File: src/rtl/fp_mul_unit_pkg.sv
// fp_mul_unit_pkg
//   Shared definitions for the single-precision multiplier and its requester
//   (the matrix controller). It holds the FSM state encoding, the exponent bias,
//   the canonical NaN, the signed infinity/zero constants and the datapath widths.
package fp_mul_unit_pkg;

  typedef enum logic [2:0] {
    IDLE   = 3'd0,
    UNPACK = 3'd1,
    MULT   = 3'd2,
    NORM   = 3'd3,
    ROUND  = 3'd4,
    DONE   = 3'd5
  } fp_state_e;

  localparam int                 MANT_W       = 24;
  localparam int                 PROD_W       = 48;
  localparam logic signed [9:0]  BIAS         = 10'sd127;
  localparam logic signed [9:0]  EXP_OVF      = 10'sd255;
  localparam logic [7:0]         EXP_ALL_ONES = 8'hFF;

  localparam logic [31:0] QNAN     = 32'h7FC0_0000;
  localparam logic [31:0] POS_INF  = 32'h7F80_0000;
  localparam logic [31:0] NEG_INF  = 32'hFF80_0000;
  localparam logic [31:0] POS_ZERO = 32'h0000_0000;
  localparam logic [31:0] NEG_ZERO = 32'h8000_0000;

  function automatic logic [31:0] signed_inf(input logic sign);
    return sign ? NEG_INF : POS_INF;
  endfunction

  function automatic logic [31:0] signed_zero(input logic sign);
    return sign ? NEG_ZERO : POS_ZERO;
  endfunction

endpackage

File: src/rtl/fp_mul_unit_if.sv
// fp_mul_unit_if
//   Request/response handshake between the matrix controller (master) and the
//   multiplier (slave).
//   in_valid/in_ready : operand transfer, op_a * op_b
//   out_valid/out_ready : result transfer
interface fp_mul_unit_if;

  logic        in_valid;
  logic        in_ready;
  logic [31:0] op_a;
  logic [31:0] op_b;
  logic        out_valid;
  logic        out_ready;
  logic [31:0] result;

  modport master (
    output in_valid, op_a, op_b, out_ready,
    input  in_ready, out_valid, result
  );

  modport slave (
    input  in_valid, op_a, op_b, out_ready,
    output in_ready, out_valid, result
  );

endinterface

File: src/rtl/fp_mul_unit_mant_mul_seq.sv
// mant_mul_seq
//   Radix-2 shift-add mantissa multiplier, 24x24 -> 48, one bit per cycle.
//   clk, reset : clock, async active-low reset
//   start      : load operands; iterations run on the following ITERS edges
//   mcand      : multiplicand mantissa (hidden bit included)
//   mplier     : multiplier mantissa (hidden bit included)
//   done       : high during the cycle whose closing edge performs the final
//                iteration; product is complete right after that edge
//   product    : accumulated 48-bit product
module mant_mul_seq
  import fp_mul_unit_pkg::*;
#(
  parameter int ITERS = MANT_W
) (
  input  logic              clk,
  input  logic              reset,
  input  logic              start,
  input  logic [MANT_W-1:0] mcand,
  input  logic [MANT_W-1:0] mplier,
  output logic              done,
  output logic [PROD_W-1:0] product
);

  logic [PROD_W-1:0] acc_q;
  logic [PROD_W-1:0] mcand_q;
  logic [MANT_W-1:0] mplier_q;
  logic [4:0]        cnt_q;
  logic              busy_q;

  always_ff @(posedge clk or negedge reset) begin
    if (!reset) begin
      acc_q    <= '0;
      mcand_q  <= '0;
      mplier_q <= '0;
      cnt_q    <= '0;
      busy_q   <= 1'b0;
    end else if (start) begin
      acc_q    <= '0;
      mcand_q  <= {{(PROD_W-MANT_W){1'b0}}, mcand};
      mplier_q <= mplier;
      cnt_q    <= 5'(ITERS - 1);
      busy_q   <= 1'b1;
    end else if (busy_q) begin
      if (mplier_q[0]) begin
        acc_q <= acc_q + mcand_q;
      end
      mcand_q  <= mcand_q << 1;
      mplier_q <= mplier_q >> 1;
      cnt_q    <= cnt_q - 5'd1;
      if (cnt_q == 5'd0) begin
        busy_q <= 1'b0;
      end
    end
  end

  assign done    = busy_q && (cnt_q == 5'd0);
  assign product = acc_q;

endmodule

File: src/rtl/fp_mul_unit.sv
// fp_mul_unit
//   Sequential IEEE-754 single-precision multiplier, one operation in flight,
//   fixed latency of 27 cycles from the accept edge to out_valid for every
//   operand class. Denormal inputs flush to zero; no denormal outputs.
//   clk   : rising-edge clock
//   reset : asynchronous active-low reset
//   bus   : slave side of fp_mul_unit_if (operands in, result out)
//
//   state  | meaning
//   IDLE   | in_ready=1, operands captured on in_valid
//   UNPACK | classify operands, form sign/exponent, start mantissa multiply
//   MULT   | 24 shift-add iterations
//   NORM   | align product, extract guard/sticky
//   ROUND  | round-to-nearest-even, pack or select special, load result
//   DONE   | out_valid=1 until out_ready
module fp_mul_unit
  import fp_mul_unit_pkg::*;
#(
  parameter int DATA_WIDTH = 32,
  parameter int LATENCY    = 27
) (
  input logic          clk,
  input logic          reset,
  fp_mul_unit_if.slave bus
);

  // Unpack, normalize and round each take one cycle around the multiply.
  localparam int MUL_ITERS = LATENCY - 3;

  fp_state_e state_q, state_d;
  logic      in_ready_c, out_valid_c, mul_start_c;

  logic [DATA_WIDTH-1:0] op_a_q, op_b_q, result_q, spec_result_q;
  logic                  sign_q, spec_q;
  logic signed [9:0]     exp_q;
  logic [MANT_W-1:0]     mant_q;
  logic                  guard_q, sticky_q;

  logic              mul_done;
  logic [PROD_W-1:0] mul_prod;

  // FSM
  always_ff @(posedge clk or negedge reset) begin
    if (!reset) state_q <= IDLE;
    else        state_q <= state_d;
  end

  always_comb begin
    state_d     = state_q;
    in_ready_c  = 1'b0;
    out_valid_c = 1'b0;
    mul_start_c = 1'b0;
    case (state_q)
      IDLE: begin
        in_ready_c = 1'b1;
        if (bus.in_valid) state_d = UNPACK;
      end
      UNPACK: begin
        mul_start_c = 1'b1;
        state_d     = MULT;
      end
      MULT:  if (mul_done) state_d = NORM;
      NORM:  state_d = ROUND;
      ROUND: state_d = DONE;
      DONE: begin
        out_valid_c = 1'b1;
        if (bus.out_ready) state_d = IDLE;
      end
      default: state_d = IDLE;
    endcase
  end

  assign bus.in_ready  = in_ready_c;
  assign bus.out_valid = out_valid_c;
  assign bus.result    = result_q;

  // Operand classification
  logic [7:0]  ea, eb;
  logic [22:0] fa, fb;
  logic        a_zero, a_inf, a_nan, b_zero, b_inf, b_nan, sign_c, spec_c;
  logic [DATA_WIDTH-1:0] spec_val_c;

  assign ea = op_a_q[30:23];
  assign eb = op_b_q[30:23];
  assign fa = op_a_q[22:0];
  assign fb = op_b_q[22:0];

  // Exponent zero covers both true zero and denormals (flushed).
  assign a_zero = (ea == 8'd0);
  assign b_zero = (eb == 8'd0);
  assign a_inf  = (ea == EXP_ALL_ONES) && (fa == '0);
  assign b_inf  = (eb == EXP_ALL_ONES) && (fb == '0);
  assign a_nan  = (ea == EXP_ALL_ONES) && (fa != '0);
  assign b_nan  = (eb == EXP_ALL_ONES) && (fb != '0);
  assign sign_c = op_a_q[31] ^ op_b_q[31];

  always_comb begin
    spec_c     = 1'b1;
    spec_val_c = QNAN;
    if (a_nan || b_nan || (a_inf && b_zero) || (b_inf && a_zero)) begin
      spec_val_c = QNAN;
    end else if (a_inf || b_inf) begin
      spec_val_c = signed_inf(sign_c);
    end else if (a_zero || b_zero) begin
      spec_val_c = signed_zero(sign_c);
    end else begin
      spec_c     = 1'b0;
      spec_val_c = '0;
    end
  end

  // Rounding and packing
  logic              round_up;
  logic [MANT_W:0]   mant_sum;
  logic [22:0]       frac_rnd;
  logic signed [9:0] exp_rnd;
  logic [DATA_WIDTH-1:0] packed_c;

  always_comb begin
    round_up = guard_q & (sticky_q | mant_q[0]);
    mant_sum = {1'b0, mant_q} + {{MANT_W{1'b0}}, round_up};
    // A carry out of the mantissa leaves 1.000..0, one binade up.
    if (mant_sum[MANT_W]) begin
      frac_rnd = mant_sum[23:1];
      exp_rnd  = exp_q + 10'sd1;
    end else begin
      frac_rnd = mant_sum[22:0];
      exp_rnd  = exp_q;
    end
    if (spec_q) begin
      packed_c = spec_result_q;
    end else if (exp_rnd >= EXP_OVF) begin
      packed_c = signed_inf(sign_q);
    end else if (exp_rnd <= 10'sd0) begin
      packed_c = signed_zero(sign_q);
    end else begin
      packed_c = {sign_q, exp_rnd[7:0], frac_rnd};
    end
  end

  // Datapath registers
  always_ff @(posedge clk or negedge reset) begin
    if (!reset) begin
      op_a_q        <= '0;
      op_b_q        <= '0;
      result_q      <= '0;
      spec_result_q <= '0;
      sign_q        <= 1'b0;
      spec_q        <= 1'b0;
      exp_q         <= '0;
      mant_q        <= '0;
      guard_q       <= 1'b0;
      sticky_q      <= 1'b0;
    end else begin
      case (state_q)
        IDLE: begin
          if (bus.in_valid) begin
            op_a_q <= bus.op_a;
            op_b_q <= bus.op_b;
          end
        end
        UNPACK: begin
          sign_q        <= sign_c;
          spec_q        <= spec_c;
          spec_result_q <= spec_val_c;
          exp_q         <= $signed({2'b00, ea}) + $signed({2'b00, eb}) - BIAS;
        end
        NORM: begin
          if (mul_prod[47]) begin
            mant_q   <= mul_prod[47:24];
            guard_q  <= mul_prod[23];
            sticky_q <= |mul_prod[22:0];
            exp_q    <= exp_q + 10'sd1;
          end else begin
            mant_q   <= mul_prod[46:23];
            guard_q  <= mul_prod[22];
            sticky_q <= |mul_prod[21:0];
          end
        end
        ROUND: result_q <= packed_c;
        default: ;
      endcase
    end
  end

  mant_mul_seq #(
    .ITERS(MUL_ITERS)
  ) u_mant_mul (
    .clk    (clk),
    .reset  (reset),
    .start  (mul_start_c),
    .mcand  ({1'b1, fa}),
    .mplier ({1'b1, fb}),
    .done   (mul_done),
    .product(mul_prod)
  );

endmodule

File: src/flat_wrapper.sv
// flat-port wrapper written by rule: the top's interface ports become plain ports
module fp_mul_unit_flat import fp_mul_unit_pkg::*;
#(
  parameter int DATA_WIDTH = 32,
  parameter int LATENCY    = 27
)
  (clk, reset, bus_in_valid, bus_op_a, bus_op_b, bus_out_ready, bus_in_ready, bus_out_valid, bus_result);
  fp_mul_unit_if bus_i ();
  input logic clk;
  input logic reset;
  input wire logic [$bits(bus_i.in_valid)-1:0] bus_in_valid;
  input wire logic [$bits(bus_i.op_a)-1:0] bus_op_a;
  input wire logic [$bits(bus_i.op_b)-1:0] bus_op_b;
  input wire logic [$bits(bus_i.out_ready)-1:0] bus_out_ready;
  output wire logic [$bits(bus_i.in_ready)-1:0] bus_in_ready;
  output wire logic [$bits(bus_i.out_valid)-1:0] bus_out_valid;
  output wire logic [$bits(bus_i.result)-1:0] bus_result;
  assign bus_i.in_valid = bus_in_valid;
  assign bus_i.op_a = bus_op_a;
  assign bus_i.op_b = bus_op_b;
  assign bus_i.out_ready = bus_out_ready;
  assign bus_in_ready = bus_i.in_ready;
  assign bus_out_valid = bus_i.out_valid;
  assign bus_result = bus_i.result;
  fp_mul_unit #(.DATA_WIDTH(DATA_WIDTH), .LATENCY(LATENCY)) u_core (.clk(clk), .reset(reset), .bus(bus_i));
endmodule
File: config.mk
export PLATFORM = sky130hd
export DESIGN_NAME = fp_mul_unit_flat
export DESIGN_NICKNAME = d
export VERILOG_FILES = /design/src/rtl/fp_mul_unit_pkg.sv /design/src/rtl/fp_mul_unit_if.sv /design/src/rtl/fp_mul_unit_mant_mul_seq.sv /design/src/rtl/fp_mul_unit.sv /design/src/flat_wrapper.sv
export SDC_FILE = /design/constraint.sdc
export NUM_CORES = 1
export LEC_CHECK = 0
export ABC_AREA = 1
export BUFFER_PORTS_ARGS = -buffer_cell sky130_fd_sc_hd__buf_2
export CAP_MARGIN = 20
export CORE_MARGIN = 2
export CORE_UTILIZATION = 45
export CTS_BUF_LIST = sky130_fd_sc_hd__clkbuf_4 sky130_fd_sc_hd__clkbuf_8 sky130_fd_sc_hd__clkbuf_16
export DETAILED_ROUTE_END_ITERATION = 8
export GPL_TIMING_DRIVEN = 0
export PLACE_DENSITY_LB_ADDON = 0.25
export SYNTH_ARGS = -nofsm -noshare
export SYNTH_HDL_FRONTEND = slang
export SYNTH_HIERARCHICAL = 1
export SYNTH_SLANG_ARGS = --single-unit
export TNS_END_PERCENT = 20
File: constraint.sdc
create_clock -name clk -period 7.35 [get_ports clk]
set_input_delay 0.735 -clock clk [delete_from_list [all_inputs] [get_ports clk]]
set_output_delay 0.735 -clock clk [all_outputs]
set_load 0.02 [all_outputs]
* After elaboration in Yosys (flattened, before gate mapping)
Cells that the tools add are included.
** Storage, ports and cells
- Bits in registers :: 295
- Logic and storage cells :: 106
- Output and inout bits :: 34
- Bits of input ports :: 68
** Cells by class
- Magnitude comparators :: 2
- Bitwise logic cells :: 3
- Mux-type cells :: 39
- Add/subtract/negate cells :: 6
- Reduce and logical (&&, ||, !) cells :: 29
- Equality and inequality tests :: 11
** Operators with widths (count)
- two-way mux 32 bit :: 10
- two-way mux 48 bit :: 5
- two-way mux 24 bit :: 3
- adder 48 bit :: 1
- logical NOT 23 bit :: 2
- nonzero test 23 bit :: 2
- adder 24 x 1 -> 25 bit :: 1
- two-way mux 23 bit :: 1
- OR reduction 23 bit :: 1
- OR reduction 22 bit :: 1
- two-way mux 10 bit :: 2
- one-hot mux 10 bit (2 select lines) :: 1
- one-hot mux 3 bit (6 select lines) :: 1
- == test 8 bit (second input constant) :: 2
- logical NOT 8 bit :: 2
- two-way mux 1 bit :: 11
- adder 10 x 2 -> 10 bit (second input constant) :: 1
- >= comparator 10 x 9 -> 1 bit (second input constant) :: 1
- <= comparator 10 x 1 -> 1 bit (second input constant) :: 1
- two-way mux 5 bit :: 2
- subtractor 10 x 8 -> 10 bit (second input constant) :: 1
- adder 8 x 8 -> 9 bit :: 1
- two-way mux 3 bit :: 3
- logical AND 1 bit :: 7
- 15 further kinds :: 27

* Logic depth before layout (Yosys ltp)
Gate-level depths: netlist of run 1.
- Depth in word-level cells :: 8
- Mapped depth :: 19
- Depth with buffers taken out :: 18

* Modules after synthesis
The synthesis of run 1 kept the hierarchy.
** By module, submodules not included
- mant_mul_seq :: instances 1, cells an instance 1428, area each 9256.4 µm², seq. area each 3153.0 µm²
- fp_mul_unit :: instances 1, cells an instance 935, area each 7687.4 µm², seq. area each 3503.4 µm²

* Worst setup path before layout of run 1
OpenSTA, ideal clock, no wires.
- Kind :: reg-to-reg
- From :: register u_core.mant_q[0]
- To :: register u_core.result_q[19] (netlist: u_core/bus.result[19])
- Data required time :: 7.227 ns
- Period minus slack after synthesis :: 2.385 ns
- Setup slack :: 4.965 ns
- Setup time :: 0.123 ns
- Stages on the path, launching flop included :: 18
- Data arrival time :: 2.262 ns
- Path buffers :: 2
- Cell sequence :: dfrtp_1 > nor2_1 > nor2_1 > ha_1 > ha_1 > nand3_2 > nor3_4 > nand2_4 > buf_6 > nand2_1 > nand2_1 > nor2_1 > nand2_2 > nor2_4 > nor2_8 > nand3_4 > buf_8 > o21ai_2
** On the way
- Cells in the longest elaborated chain, start to end :: 8
- Elaborated cells between the ends (all ways) :: 10
- Those cells by class :: add/sub: 1; order compare: 2; mux: 5; bitwise: 2
** RTL lines
- start, declared :: line fp_mul_unit.sv:36 : logic [MANT_W-1:0] mant_q;
- start signal, assigned :: line fp_mul_unit.sv:170 : mant_q <= mul_prod[47:24];
- start signal, assigned :: line fp_mul_unit.sv:175 : mant_q <= mul_prod[46:23];
- bitwise OR 1 bit :: line fp_mul_unit.sv:120 : round_up = guard_q & (sticky_q | mant_q[0]);
- AND 1 bit :: line fp_mul_unit.sv:120
- adder 24 x 1 -> 25 bit * :: line fp_mul_unit.sv:121 : mant_sum = {1'b0, mant_q} + {{MANT_W{1'b0}}, round_up};
- two-way mux 10 bit :: line fp_mul_unit.sv:123 : if (mant_sum[MANT_W]) begin
- <= comparator 10 x 1 -> 1 bit :: line fp_mul_unit.sv:134 : end else if (exp_rnd <= 10'sd0) begin
- two-way mux 32 bit :: line fp_mul_unit.sv:134
- two-way mux 32 bit * :: line fp_mul_unit.sv:132 : end else if (exp_rnd >= EXP_OVF) begin
- two-way mux 32 bit * :: line fp_mul_unit.sv:130 : if (spec_q) begin
- end signal, assigned :: line fp_mul_unit.sv:180 : ROUND: result_q <= packed_c;
- end, declared :: line fp_mul_unit.sv:33 : logic [DATA_WIDTH-1:0] op_a_q, op_b_q, result_q, spec_result_q;
Mark *: on every way between the ends. The rest lies on a longest branch, timed or not.
A chain may end at the register's enable or synchronous reset.

* Worst setup path after layout of run 1
- From :: register u_core.sticky_q
- To :: register u_core.result_q[27] (netlist: u_core/bus.result[27])
** On the way
- Cells in the longest elaborated chain, start to end :: 8
- Elaborated cells between the ends (all ways) :: 9
- Those cells by class :: add/sub: 1; order compare: 2; mux: 4; bitwise: 2
** RTL lines
- start, declared :: line fp_mul_unit.sv:37 : logic guard_q, sticky_q;
- start signal, assigned :: line fp_mul_unit.sv:172 : sticky_q <= |mul_prod[22:0];
- start signal, assigned :: line fp_mul_unit.sv:177 : sticky_q <= |mul_prod[21:0];
- bitwise OR 1 bit * :: line fp_mul_unit.sv:120
- AND 1 bit * :: line fp_mul_unit.sv:120
- adder 24 x 1 -> 25 bit * :: line fp_mul_unit.sv:121
- two-way mux 10 bit * :: line fp_mul_unit.sv:123
- <= comparator 10 x 1 -> 1 bit :: line fp_mul_unit.sv:134
- two-way mux 32 bit :: line fp_mul_unit.sv:134
- two-way mux 32 bit * :: line fp_mul_unit.sv:132
- two-way mux 32 bit * :: line fp_mul_unit.sv:130
Marked as above.

==> results.sh, run 1 <==
export IMPL_detailedRoute_firstPassIterationCount=7
export IMPL_fillerInstances=3782
export IMPL_worst_path_largest_cell_delay_ps=460
export IMPL_tns_ps=0
export IMPL_final_max_slew_violation_count=0
export IMPL_synth_cell_type_count=53
export IMPL_tritoncts_clock_tree="yes"
export IMPL_clockBufferDepth=3
export IMPL_critPathLaunchType="flip-flop"
export IMPL_synth_sequential_area_ratio_pct=39.3
export IMPL_post_cts_setup_buffer_count=0
export IMPL_routed_via_density=5.04
export IMPL_dieArea_um2=39200
export IMPL_skew_final_ps=19.3
export IMPL_cells_resized_by_post_cts_repair=0
export IMPL_cts_max_level=1
export IMPL_grt_setup_unrepaired="false"
export IMPL_seq_cells_post_synth=266
export IMPL_detailed_place_hpwl_mm=37.0
export IMPL_global_route_overflow_total=0
export IMPL_synth_area_um2=16900
export IMPL_antenna_found_initial=0
export IMPL_remaining_drc_errors=0
export IMPL_tightestPinTransition_ps=688
export IMPL_synthArstFlopShare_pct=100
export IMPL_grt_util_all_layers_pct=24.5
export IMPL_maxSlewHeadroom_pct=53.8
export IMPL_path_max_fanout=10
export IMPL_final_cell_area_um2=19200
export IMPL_route_detailed_wl_per_inst_um=15.5
export IMPL_path_type_of_the_worst_setup_path="flip-flop to flip-flop"
export IMPL_vdd_drop_max_uv=304
export IMPL_timing_fmax_mhz=335
export IMPL_detailed_place_area_um2=18200
export IMPL_layout_drive_gt1_share_pct=13.3
export IMPL_critPathCaptureType="flip-flop"
export IMPL_fin_nets=2636
export IMPL_yosys_top_cells_area="sky130_fd_sc_hd__dfrtp_1, sky130_fd_sc_hd__nand2_1, sky130_fd_sc_hd__inv_1"
export IMPL_critical_path_most_common_cell="sky130_fd_sc_hd__nand2_1"
export IMPL_status="complete, no violations"
export IMPL_final_cell_mix="sky130_fd_sc_hd__nand2_1, sky130_fd_sc_hd__inv_1, sky130_fd_sc_hd__dfrtp_1"
export IMPL_core_um2=37400
export IMPL_starting_density_pct=45.3
export IMPL_antenna_cells=0
export IMPL_maxCapViolCount=0
export IMPL_avgSynthCellArea_um2=7.17
export IMPL_core_rowCount=71
export IMPL_mostFrequentLayoutCell="sky130_fd_sc_hd__nand2_1"
export IMPL_layout_worst_path_cycle_share_pct=40.6
export IMPL_routed_wirelength_mm=46.9
export IMPL_static_leakage_power_uw=0.0101
export IMPL_layout_min_cycle_time_ps=2980
export IMPL_initialDrtViolationCount=1152
export IMPL_antenna_violating_nets_post_route=0
export IMPL_required_ps=7810
export IMPL_cts_hold_buf=0
export IMPL_grt_pass1_wl_mm=76.4
export IMPL_number_of_global_route_vias_before_repair=14807
export IMPL_delay_heaviest_family_cp="simple AND/OR/NAND/NOR gates"
export IMPL_crit_path_cell_trace="nor2_1 > nor2_1 > ha_1 > ha_1 > nand3_2 > nor3_4 > nand2_2 > nor3_2 > nand2_1 > o21ai_2 > inv_2 > nand2_4 > buf_6 > nand2_1 > nand2_1 > nand2_1"
export IMPL_areaGrowthSynthToFinish_pct=13.5
export IMPL_chipHeight_um=198
export IMPL_final_hold_viol_count=0
export IMPL_post_synth_inst_count=2363
export IMPL_post_synth_top_area_fraction_pct=39.3
export IMPL_die_width_um=198
export IMPL_number_of_synthesized_flops_with_an_enable_pin=0
export IMPL_gp_congestion=0.951
export IMPL_routed_via_count=15290
export IMPL_place_inst=2979
export IMPL_clk_insertion_delay_late_ps=580
export IMPL_io_buffers=101
export IMPL_timing_critical_path_arrival_ps=3440
export IMPL_clock_tree_root_cell="sky130_fd_sc_hd__clkbuf_16"
export IMPL_numClockSinks=266
export IMPL_clkSlewWorstSetupHoldPaths_ps=60
export IMPL_cts_inserted_buffers=29
export IMPL_power_density_nw_per_um2=408
export IMPL_critPathSlowestCell="sky130_fd_sc_hd__nor3_4"
export IMPL_setup_violations=0
export IMPL_timing_hold_worst_class="input port to async pin"
export IMPL_synth_area_leader_cell="sky130_fd_sc_hd__dfrtp_1"
export IMPL_grt_max_degree=109
export IMPL_fin_cells=3033
export IMPL_io_pins=102
export IMPL_synth_top_flop_cell="sky130_fd_sc_hd__dfrtp_1"
export IMPL_critical_path_n_buffers_inverters=2
export IMPL_yosys_warnings=6
## report_power, final
group	leakage, uW	switching (uW)	internal (uW)
sequential	0.00334	488	2050
combinational	0.00623	2420	1280
clock	0.000538	618	997
total	0.0101	3520	4330
## kinds of logic (layout without fill, tap and decap cells)
group	after synthesis	count (layout)	share of synthesized area, %
muxes	33	33	2.19
other	1	2	0.0221
DFF	266	266	39.3
xor gates and xnor gates	21	21	1.09
adders and majority gates	69	69	5.18
buffers and inverters	456	614	10.4
AOI/OAI and AO/OA	300	300	10.8
and+or+nand+nor	1217	1217	31.1
## worst reg2reg max path, delay by kind of cell, from the launching register on
kind	cells	cell delay (ps)
buf+inv	2	240
fa+ha+maj	2	370
simple gates	11	1700
compound gates	1	160
flops	1	410
## cells in the mapped netlist, types with 4 or more instances
| library cell | instances |
|---|---|
| sky130_fd_sc_hd__a21oi_1 | 101 |
| sky130_fd_sc_hd__a22oi_1 | 4 |
| sky130_fd_sc_hd__a31oi_1 | 15 |
| sky130_fd_sc_hd__buf_1 | 12 |
| sky130_fd_sc_hd__buf_2 | 10 |
| sky130_fd_sc_hd__clkbuf_1 | 38 |
| sky130_fd_sc_hd__clkinv_1 | 4 |
| sky130_fd_sc_hd__dfrtp_1 | 266 |
| sky130_fd_sc_hd__ha_1 | 67 |
| sky130_fd_sc_hd__inv_1 | 372 |
| sky130_fd_sc_hd__inv_2 | 15 |
| sky130_fd_sc_hd__mux2_2 | 32 |
| sky130_fd_sc_hd__nand2_1 | 782 |
| sky130_fd_sc_hd__nand2_2 | 29 |
| sky130_fd_sc_hd__nand3_1 | 111 |
| sky130_fd_sc_hd__nand3_2 | 15 |
| sky130_fd_sc_hd__nand4_1 | 20 |
| sky130_fd_sc_hd__nor2_1 | 156 |
| sky130_fd_sc_hd__nor2_2 | 28 |
| sky130_fd_sc_hd__nor2_4 | 8 |
| sky130_fd_sc_hd__nor3_1 | 19 |
| sky130_fd_sc_hd__nor3_2 | 4 |
| sky130_fd_sc_hd__nor4_1 | 20 |
| sky130_fd_sc_hd__o211ai_1 | 19 |
| sky130_fd_sc_hd__o21ai_0 | 77 |
| sky130_fd_sc_hd__o21ai_1 | 14 |
| sky130_fd_sc_hd__o21ai_2 | 11 |
| sky130_fd_sc_hd__o21bai_1 | 6 |
| sky130_fd_sc_hd__o221ai_1 | 37 |
| sky130_fd_sc_hd__or2_2 | 14 |
| sky130_fd_sc_hd__xor2_1 | 18 |
## layout make-up
class / instances / area (um^2) / area share [%]
inverters: 391 / 1470 / 7.63
plain buffers: 65 / 294 / 1.53
well taps: 511 / 639 / 3.32
clock inverters: 11 / 203 / 1.05
multi-input cells: 1642 / 8530 / 44.3
repair buffers: 104 / 578 / 3.01
flip-flops and latches: 266 / 6660 / 34.6
clock buffers: 43 / 868 / 4.51
## per-stage QoR
| step | power [uW] | hold WS, ps | util, % | worst slack [ps] |
|---|---|---|---|---|
| finish | 7860 | 113 | 51.4 | 4370 |
| detailed placement | 6230 | 461 | 48.6 | 4430 |
| global route | 8520 | 145 | 51.4 | 4100 |
| global placement | 6130 | 459 | 48.4 | 602 |
| CTS | 7890 | 121 | 51.4 | 4400 |
| floorplan | 5120 | 439 | - | 4960 |
## sequential cells by signal, summed over array words and instances, names as in the netlist
signal,cells
u_core/bus.result,32
u_core/exp_q,10
u_core/guard_q,1
u_core/mant_q,24
u_core/op_a_q,32
u_core/op_b_q,32
u_core/sign_q,1
u_core/spec_q,1
u_core/spec_result_q,3
u_core/state_q,3
u_core/sticky_q,1
u_core/u_mant_mul/busy_q,1
u_core/u_mant_mul/cnt_q,5
u_core/u_mant_mul/mcand_q,48
u_core/u_mant_mul/mplier_q,24
u_core/u_mant_mul/product,48
## final timing paths
kind,start,end,slack [ps],cells after the start
worst max-delay path,u_core/sticky_q$_DFFE_PN0P_,u_core/bus.result[27]$_DFFE_PN0P_,4370,16
worst min-delay path,reset,u_core/bus.result[16]$_DFFE_PN0P_,110,1
worst max register to register,u_core/sticky_q$_DFFE_PN0P_,u_core/bus.result[27]$_DFFE_PN0P_,4370,16
worst min register to register,u_core/bus.result[12]$_DFFE_PN0P_,u_core/bus.result[12]$_DFFE_PN0P_,470,2
max in group asynchronous,reset,u_core/u_mant_mul/product[12]$_DFFE_PN0P_,5870,3
min in group clk,bus_op_b[20],u_core/op_b_q[20]$_DFFE_PN0P_,390,2
## layer usage
metal,up-vias,global-route usage (%),part of all wire [%]
met5,-,0,0
met4,0,7.88,3.3
met3,83,2.69,4.7
met2,372,39.5,45
met1,7058,34.4,47
li1,7777,-,-
Note: power is estimated with default switching activity, not from simulation.
==> run 2: changes to the inputs <==
--- a/config.mk
+++ b/config.mk
@@ -5,7 +5,7 @@
 export SDC_FILE = /design/constraint.sdc
 export NUM_CORES = 1
 export LEC_CHECK = 0
-export ABC_AREA = 1
+export ABC_AREA = 0
 export BUFFER_PORTS_ARGS = -buffer_cell sky130_fd_sc_hd__buf_2
 export CAP_MARGIN = 20
 export CORE_MARGIN = 2
==> constraint.sdc (replaced) <==
create_clock -name clk -period 2.4 [get_ports clk]
set_input_delay 0.24 -clock clk [delete_from_list [all_inputs] [get_ports clk]]
set_output_delay 0.24 -clock clk [all_outputs]
set_load 0.02 [all_outputs]
==> run 2 against run 1 <==
Against the previous run: the run now ends with setup timing left; clock skew fell by 3.7 ps; worst setup slack worse by 4800 ps; wire length shrank 9.9%; global-route usage shrank 1.4 points; synthesized cell count decreased by 32%; first-iteration DRC count shrank 26%; hold slack worse by 18 ps; clock-buffer cell count is the same; critical path depth fell by 6; combinational power grew to 3.4 times the previous value; maximum frequency rose by 5.9%; die area fell by 8.6%; critical endpoint is now u_core/u_mant_mul/product[41]$_DFFE_PN0P_.
==> results.sh, run 2 <==
export IMPL_status="finished, violations left"
export IMPL_violated_checks="setup timing"
export IMPL_yosys_warnings=6
export IMPL_maxCapViolCount=0
export IMPL_detailed_place_hpwl_mm=29.7
export IMPL_synth_area_leader_cell="sky130_fd_sc_hd__dfrtp_1"
export IMPL_final_hold_viol_count=0
export IMPL_grt_pass1_wl_mm=67.3
export IMPL_layout_worst_path_cycle_share_pct=117
export IMPL_path_type_of_the_worst_setup_path="flip-flop to flip-flop"
export IMPL_tns_ps=-14850
export IMPL_layout_min_cycle_time_ps=2810
export IMPL_timing_critical_path_arrival_ps=3270
export IMPL_areaGrowthSynthToFinish_pct=27.6
export IMPL_global_route_overflow_total=0
export IMPL_route_detailed_wl_per_inst_um=18.2
export IMPL_core_um2=33700
export IMPL_cts_max_level=1
export IMPL_share_seq_of_total_power_pct=31.9
export IMPL_routed_via_density=5.62
export IMPL_chipHeight_um=189
export IMPL_clock_power_share_pct=18.6
export IMPL_power_report_internal_total_uw=14700
export IMPL_detailedRoute_firstPassIterationCount=8
export IMPL_tightestPinTransition_ps=761
export IMPL_required_ps=2860
export IMPL_tritoncts_clock_tree="yes"
export IMPL_starting_density_pct=45.9
export IMPL_grt_util_all_layers_pct=23.1
export IMPL_avgSynthCellArea_um2=9.57
export IMPL_antenna_cells=0
export IMPL_post_route_setup_slack_ps=-415
export IMPL_grt_max_degree=121
export IMPL_final_max_slew_violation_count=0
export IMPL_synth_sequential_area_ratio_pct=43.1
export IMPL_worst_path_largest_cell_delay_ps=430
export IMPL_power_density_nw_per_um2=1300
export IMPL_switching_share_pct=42.4
export IMPL_number_of_synthesized_flops_with_an_enable_pin=0
export IMPL_skew_final_ps=15.6
export IMPL_timing_fmax_mhz=355
export IMPL_crit_path_cell_trace="ha_1 > a21o_1 > nand4_1 > a311o_1 > a21boi_2 > a21oi_4 > nor4b_4 > o21bai_1 > a21o_1 > a32o_1"
export IMPL_detailed_place_area_um2=16600
export IMPL_fin_cells=2322
export IMPL_io_buffers=101
export IMPL_critPathSlowestCell="sky130_fd_sc_hd__dfrtp_2"
export IMPL_post_synth_top_area_fraction_pct=43.1
export IMPL_maxSlewHeadroom_pct=49.2
export IMPL_antenna_found_initial=0
export IMPL_critPathLaunchType="flip-flop"
export IMPL_critPathCaptureType="flip-flop"
export IMPL_mostFrequentLayoutCell="sky130_fd_sc_hd__dfrtp_1"
export IMPL_clockBufferDepth=3
export IMPL_clk_insertion_delay_late_ps=580
export IMPL_final_cell_mix="sky130_fd_sc_hd__dfrtp_1, sky130_fd_sc_hd__nand2_1, sky130_fd_sc_hd__o21ai_0"
export IMPL_dieArea_um2=35800
export IMPL_final_cell_area_um2=19700
export IMPL_remaining_drc_errors=0
export IMPL_number_of_global_route_vias_before_repair=12921
export IMPL_timing_hold_worst_class="input port to flip-flop"
export IMPL_initialDrtViolationCount=857
export IMPL_yosys_top_cells_count="sky130_fd_sc_hd__dfrtp_1, sky130_fd_sc_hd__nand2_1, sky130_fd_sc_hd__o21ai_0, sky130_fd_sc_hd__mux2i_1, sky130_fd_sc_hd__nor2_1"
export IMPL_clock_tree_root_cell="sky130_fd_sc_hd__clkbuf_16"
export IMPL_clkSlewWorstSetupHoldPaths_ps=60
export IMPL_routed_wirelength_mm=42.2
export IMPL_synth_top_flop_cell="sky130_fd_sc_hd__dfrtp_1"
export IMPL_synth_cell_type_count=81
export IMPL_setup_violations=64
export IMPL_seq_cells_post_synth=266
export IMPL_synth_area_um2=15500
export IMPL_power_switching_uw=10800
export IMPL_place_inst=2168
export IMPL_critical_path_most_common_cell="sky130_fd_sc_hd__a21o_1"
export IMPL_gp_congestion=0.928
export IMPL_static_leakage_power_uw=0.00894
export IMPL_fillerInstances=2888
export IMPL_core_rowCount=67
export IMPL_path_max_fanout=3
export IMPL_routed_via_count=13058
export IMPL_fin_nets=1987
export IMPL_layout_drive_gt1_share_pct=26.0
export IMPL_vdd_drop_max_uv=784
export IMPL_power_total_uw=25600
export IMPL_post_synth_inst_count=1615
export IMPL_io_pins=102
export IMPL_share_comb_of_total_power_pct=49.5
export IMPL_fin_hold_ws_ps=94.6
export IMPL_antenna_violating_nets_post_route=0
export IMPL_yosys_top_cells_area="sky130_fd_sc_hd__dfrtp_1, sky130_fd_sc_hd__mux2i_1, sky130_fd_sc_hd__nand2_1"
export IMPL_grt_setup_unrepaired="true"
export IMPL_synthArstFlopShare_pct=100
export IMPL_numClockSinks=266
export IMPL_cts_inserted_buffers=30
export IMPL_die_width_um=189
export IMPL_synth_most_common_cell="sky130_fd_sc_hd__dfrtp_1"
run 2: cell types whose count changed in the layout (fill, tap and decap cells not counted), sizes merged, moves of 67 or more:
cell / delta
mux2i: +100
nand3: -86
nand2: -583
inv: -357
dlygate4sd3: +67
nor2: -91
run 2: worst paths after layout:
check	from	to	slack (ps)	cells past startpoint
max	u_core/u_mant_mul/product[1]$_DFFE_PN0P_	u_core/u_mant_mul/product[41]$_DFFE_PN0P_	-410	10
min	bus_in_valid	u_core/state_q[0]$_DFFE_PN0P_	90	5
max reg2reg	u_core/u_mant_mul/product[1]$_DFFE_PN0P_	u_core/u_mant_mul/product[41]$_DFFE_PN0P_	-410	10
min reg2reg	u_core/bus.result[13]$_DFFE_PN0P_	u_core/bus.result[13]$_DFFE_PN0P_	480	2
max in group asynchronous	reset	u_core/op_b_q[23]$_DFFE_PN0P_	1270	3
min in group asynchronous	reset	u_core/u_mant_mul/mcand_q[37]$_DFFE_PN0P_	180	2
run 2: area by class of cell:
class | count | area, um^2 | share of cell area (%)
buffer | 86 | 485 | 2.46
inverter | 30 | 113 | 0.571
timing repair buffer | 218 | 1670 | 8.49
multi-input combinational | 1218 | 9170 | 46.5
clock inverter | 13 | 140 | 0.711
sequential | 266 | 6670 | 33.8
clock buffer | 43 | 911 | 4.62
tap | 448 | 561 | 2.84
run 2: what timing repair did:
| action | in CTS | in global routing |
|---|---|---|
| resized for setup | 115 | 138 |
| hold endpoints to repair | 118 | 0 |
| setup buffers | 22 | 24 |
| gates cloned | 2 | 0 |
| hold buffers | 66 | 0 |
| setup endpoints to repair | 174 | 185 |
| pin swaps | 46 | 63 |
run 2: power by group through the flow:
stage                     logic, uW  registers, uW  clock network, uW
after floorplan                8180           7640                  0
after global placement        10600           8020                  0
after detailed placement      10800           8090                  0
after CTS                     11700           8060               4870
after global routing          13900           8390               5070
final                         12600           8160               4760
run 2: kinds of logic after synthesis:
kind of cell    synth area share [%]
compound gates                  16.1
xor+xnor                        4.36
simple gates                    16.0
buf+inv                         3.73
flops                           43.1
other cells                   0.0243
fa+ha+maj                       5.68
mux                             11.0
run 2: per-layer routing:
metal  track usage [%]  share of wire (%)
met5                 0                  0
met4              6.53                2.7
met3              2.72                3.6
met2              39.8                 49
met1              30.6                 45
run 2: through the flow:
step / util (%) / setup WS (ps)
global placement: 49.2 / -3790
global route: 58.5 / -499
finish: 58.5 / -415
detailed placement: 49.4 / -1950
floorplan: - / -178
CTS: 56.3 / -390
run 2: worst max-delay path, delay by kind of cell (launching register included):
family / cells / cell delay, ps
compound gates: 7 / 1530
fa+ha+maj: 1 / 310
flops: 1 / 430
simple gates: 2 / 430
==> run 3: changes to the inputs <==
--- a/config.mk
+++ b/config.mk
@@ -5,9 +5,10 @@
 export SDC_FILE = /design/constraint.sdc
 export NUM_CORES = 1
 export LEC_CHECK = 0
-export ABC_AREA = 0
+export ABC_AREA = 1
 export BUFFER_PORTS_ARGS = -buffer_cell sky130_fd_sc_hd__buf_2
 export CAP_MARGIN = 20
+export CORE_ASPECT_RATIO = 1.75
 export CORE_MARGIN = 2
 export CORE_UTILIZATION = 45
 export CTS_BUF_LIST = sky130_fd_sc_hd__clkbuf_4 sky130_fd_sc_hd__clkbuf_8 sky130_fd_sc_hd__clkbuf_16
==> run 3 against run 2 <==
Against the previous run: the flow still finishes with violations (setup timing); utilization shrank 4.3 points; sequential cell count is the same; die area grew 9.6%; sequential share of layout area shrank 0.98 points; clock skew grew 1.9 ps; combinational power is essentially flat; maximum frequency grew 7.0%; power shrank 3.6%; clock-buffer cell count shrank 9; critical path depth grew 9; wire length grew 23%; global-route usage grew 3.4 points.
==> results.sh, run 3 (synthesis gave the netlist of run 1 again) <==
export IMPL_status="finished, violations left"
export IMPL_violated_checks="setup timing"
export IMPL_areaGrowthSynthToFinish_pct=19.6
export IMPL_tns_ps=-5340
export IMPL_global_route_overflow_total=0
export IMPL_timing_fmax_mhz=380
export IMPL_remaining_drc_errors=0
export IMPL_layout_min_cycle_time_ps=2630
export IMPL_io_buffers=101
export IMPL_place_inst=2948
export IMPL_clock_tree_root_cell="sky130_fd_sc_hd__clkbuf_16"
export IMPL_tritoncts_clock_tree="yes"
export IMPL_mostFrequentLayoutCell="sky130_fd_sc_hd__nand2_1"
export IMPL_grt_util_all_layers_pct=26.5
export IMPL_initialDrtViolationCount=777
export IMPL_grt_pass1_wl_mm=81.2
export IMPL_maxSlewHeadroom_pct=46.8
export IMPL_static_leakage_power_uw=0.0105
export IMPL_starting_density_pct=45.3
export IMPL_routed_via_density=5.15
export IMPL_power_total_uw=24600
export IMPL_die_width_um=151
export IMPL_clockBufferDepth=3
export IMPL_fillerInstances=3567
export IMPL_dieArea_um2=39300
export IMPL_skew_final_ps=17.5
export IMPL_critPathSlowestCell="sky130_fd_sc_hd__dfrtp_1"
export IMPL_cts_max_level=1
export IMPL_number_of_global_route_vias_before_repair=16007
export IMPL_clk_insertion_delay_late_ps=570
export IMPL_final_max_slew_violation_count=0
export IMPL_vdd_drop_max_uv=785
export IMPL_grt_max_degree=118
export IMPL_path_type_of_the_worst_setup_path="flip-flop to flip-flop"
export IMPL_core_um2=37400
export IMPL_path_max_fanout=6
export IMPL_clkSlewWorstSetupHoldPaths_ps=70
export IMPL_required_ps=2850
export IMPL_detailedRoute_firstPassIterationCount=5
export IMPL_layout_worst_path_cycle_share_pct=110
export IMPL_power_density_nw_per_um2=1220
export IMPL_maxCapViolCount=0
export IMPL_crit_path_cell_trace="nor2_1 > nor2_1 > ha_2 > ha_4 > nand3_4 > nor3_4 > buf_6 > buf_6 > nand3_2 > nand2_4 > buf_6 > nand2_2 > nor2_2 > nand3_2 > nand2_4 > nand2_4 > bufbuf_16 > nand3_2 > nand2_1"
export IMPL_grt_setup_unrepaired="true"
export IMPL_post_place_ws_ps=-615
export IMPL_tightestPinTransition_ps=791
export IMPL_final_cell_mix="sky130_fd_sc_hd__nand2_1, sky130_fd_sc_hd__inv_1, sky130_fd_sc_hd__dfrtp_1"
export IMPL_antenna_violating_nets_post_route=0
export IMPL_core_rowCount=94
export IMPL_final_hold_viol_count=0
export IMPL_antenna_cells=0
export IMPL_antenna_found_initial=0
export IMPL_detailed_place_hpwl_mm=40.7
export IMPL_io_pins=102
export IMPL_layout_drive_gt1_share_pct=15.5
export IMPL_chipHeight_um=261
export IMPL_critPathCaptureType="flip-flop"
export IMPL_fin_cells=3086
export IMPL_routed_wirelength_mm=51.7
export IMPL_post_route_setup_slack_ps=-230
export IMPL_gp_congestion=0.971
export IMPL_setup_violations=30
export IMPL_route_detailed_wl_per_inst_um=16.8
export IMPL_cts_inserted_buffers=26
export IMPL_critPathLaunchType="flip-flop"
export IMPL_fin_nets=2724
export IMPL_routed_via_count=15901
export IMPL_numClockSinks=266
export IMPL_worst_path_largest_cell_delay_ps=400
export IMPL_timing_critical_path_arrival_ps=3080
export IMPL_timing_hold_worst_class="input port to flip-flop"
## run 3: cell count changes in the layout (fill, tap and decap cells not counted), sizes merged, moves of 30 or more
cell    delta
mux2i    -100
o221ai    +36
a21o      -34
clkbuf    -30
nor2      +91
nand2    +583
inv      +356
nand3     +86
xnor2     -46
## run 3: worst max-delay path, delay by kind of cell (launching register included)
kind | cells | cell delay, ps
buf+inv | 4 | 650
fa+ha+maj | 2 | 380
flops | 1 | 400
simple gates | 13 | 1060
## run 3: metrics by stage
step                      hold WS (ps)  utilization, %  instance area, um^2
after floorplan                  -55.6               -                16900
after global placement             458            48.3                18100
after detailed placement           256            48.5                18100
after CTS                         11.9            53.8                20100
after global routing              55.6            54.2                20300
final                             37.3            54.2                20300
## run 3: worst paths after layout
path	start	to	slack (ps)	cells after the start
max in group asynchronous	reset	u_core/u_mant_mul/product[6]$_DFFE_PN0P_	1150	3
max reg2reg	u_core/sticky_q$_DFFE_PN0P_	u_core/bus.result[10]$_DFFE_PN0P_	-230	19
max	u_core/sticky_q$_DFFE_PN0P_	u_core/bus.result[10]$_DFFE_PN0P_	-230	19
min	bus_in_valid	u_core/state_q[0]$_DFFE_PN0P_	40	3
min in group asynchronous	reset	u_core/spec_result_q[22]$_DFFE_PN0P_	250	2
min reg2reg	u_core/bus.result[4]$_DFFE_PN0P_	u_core/bus.result[4]$_DFFE_PN0P_	470	2
## run 3: cell type report
class / count / area [um^2] / area share [%]
flip-flops and latches: 266 / 6660 / 32.8
well taps: 480 / 601 / 2.96
clock inverters: 13 / 184 / 0.908
repair buffers: 195 / 1530 / 7.57
clock buffers: 34 / 742 / 3.66
plain buffers: 65 / 320 / 1.58
inverters: 391 / 1480 / 7.30
multi-input cells: 1642 / 8750 / 43.2
## run 3: what timing repair did
action                     CTS  global route
setup buffers               17             4
hold buffers                66             0
resized for setup           57            31
hold endpoints to repair   136             0
cloned                       4             0
setup endpoints to repair   73            90
pin swaps                   20             7
## run 3: where the power goes
group / internal, uW / switching (uW) / leakage (uW)
clock: 2610 / 1850 / 0.000454
sequential: 6290 / 1490 / 0.00334
combinational: 4410 / 7990 / 0.00672
total: 13300 / 11300 / 0.0105
## run 3: routing by layer
metal	track usage (%)	share of wire, %	up-vias
li1	-	-	7957
met1	25.4	34	7387
met2	51.4	55	379
met3	2.38	2.8	178
met4	18.8	8.2	0
met5	0	0	-
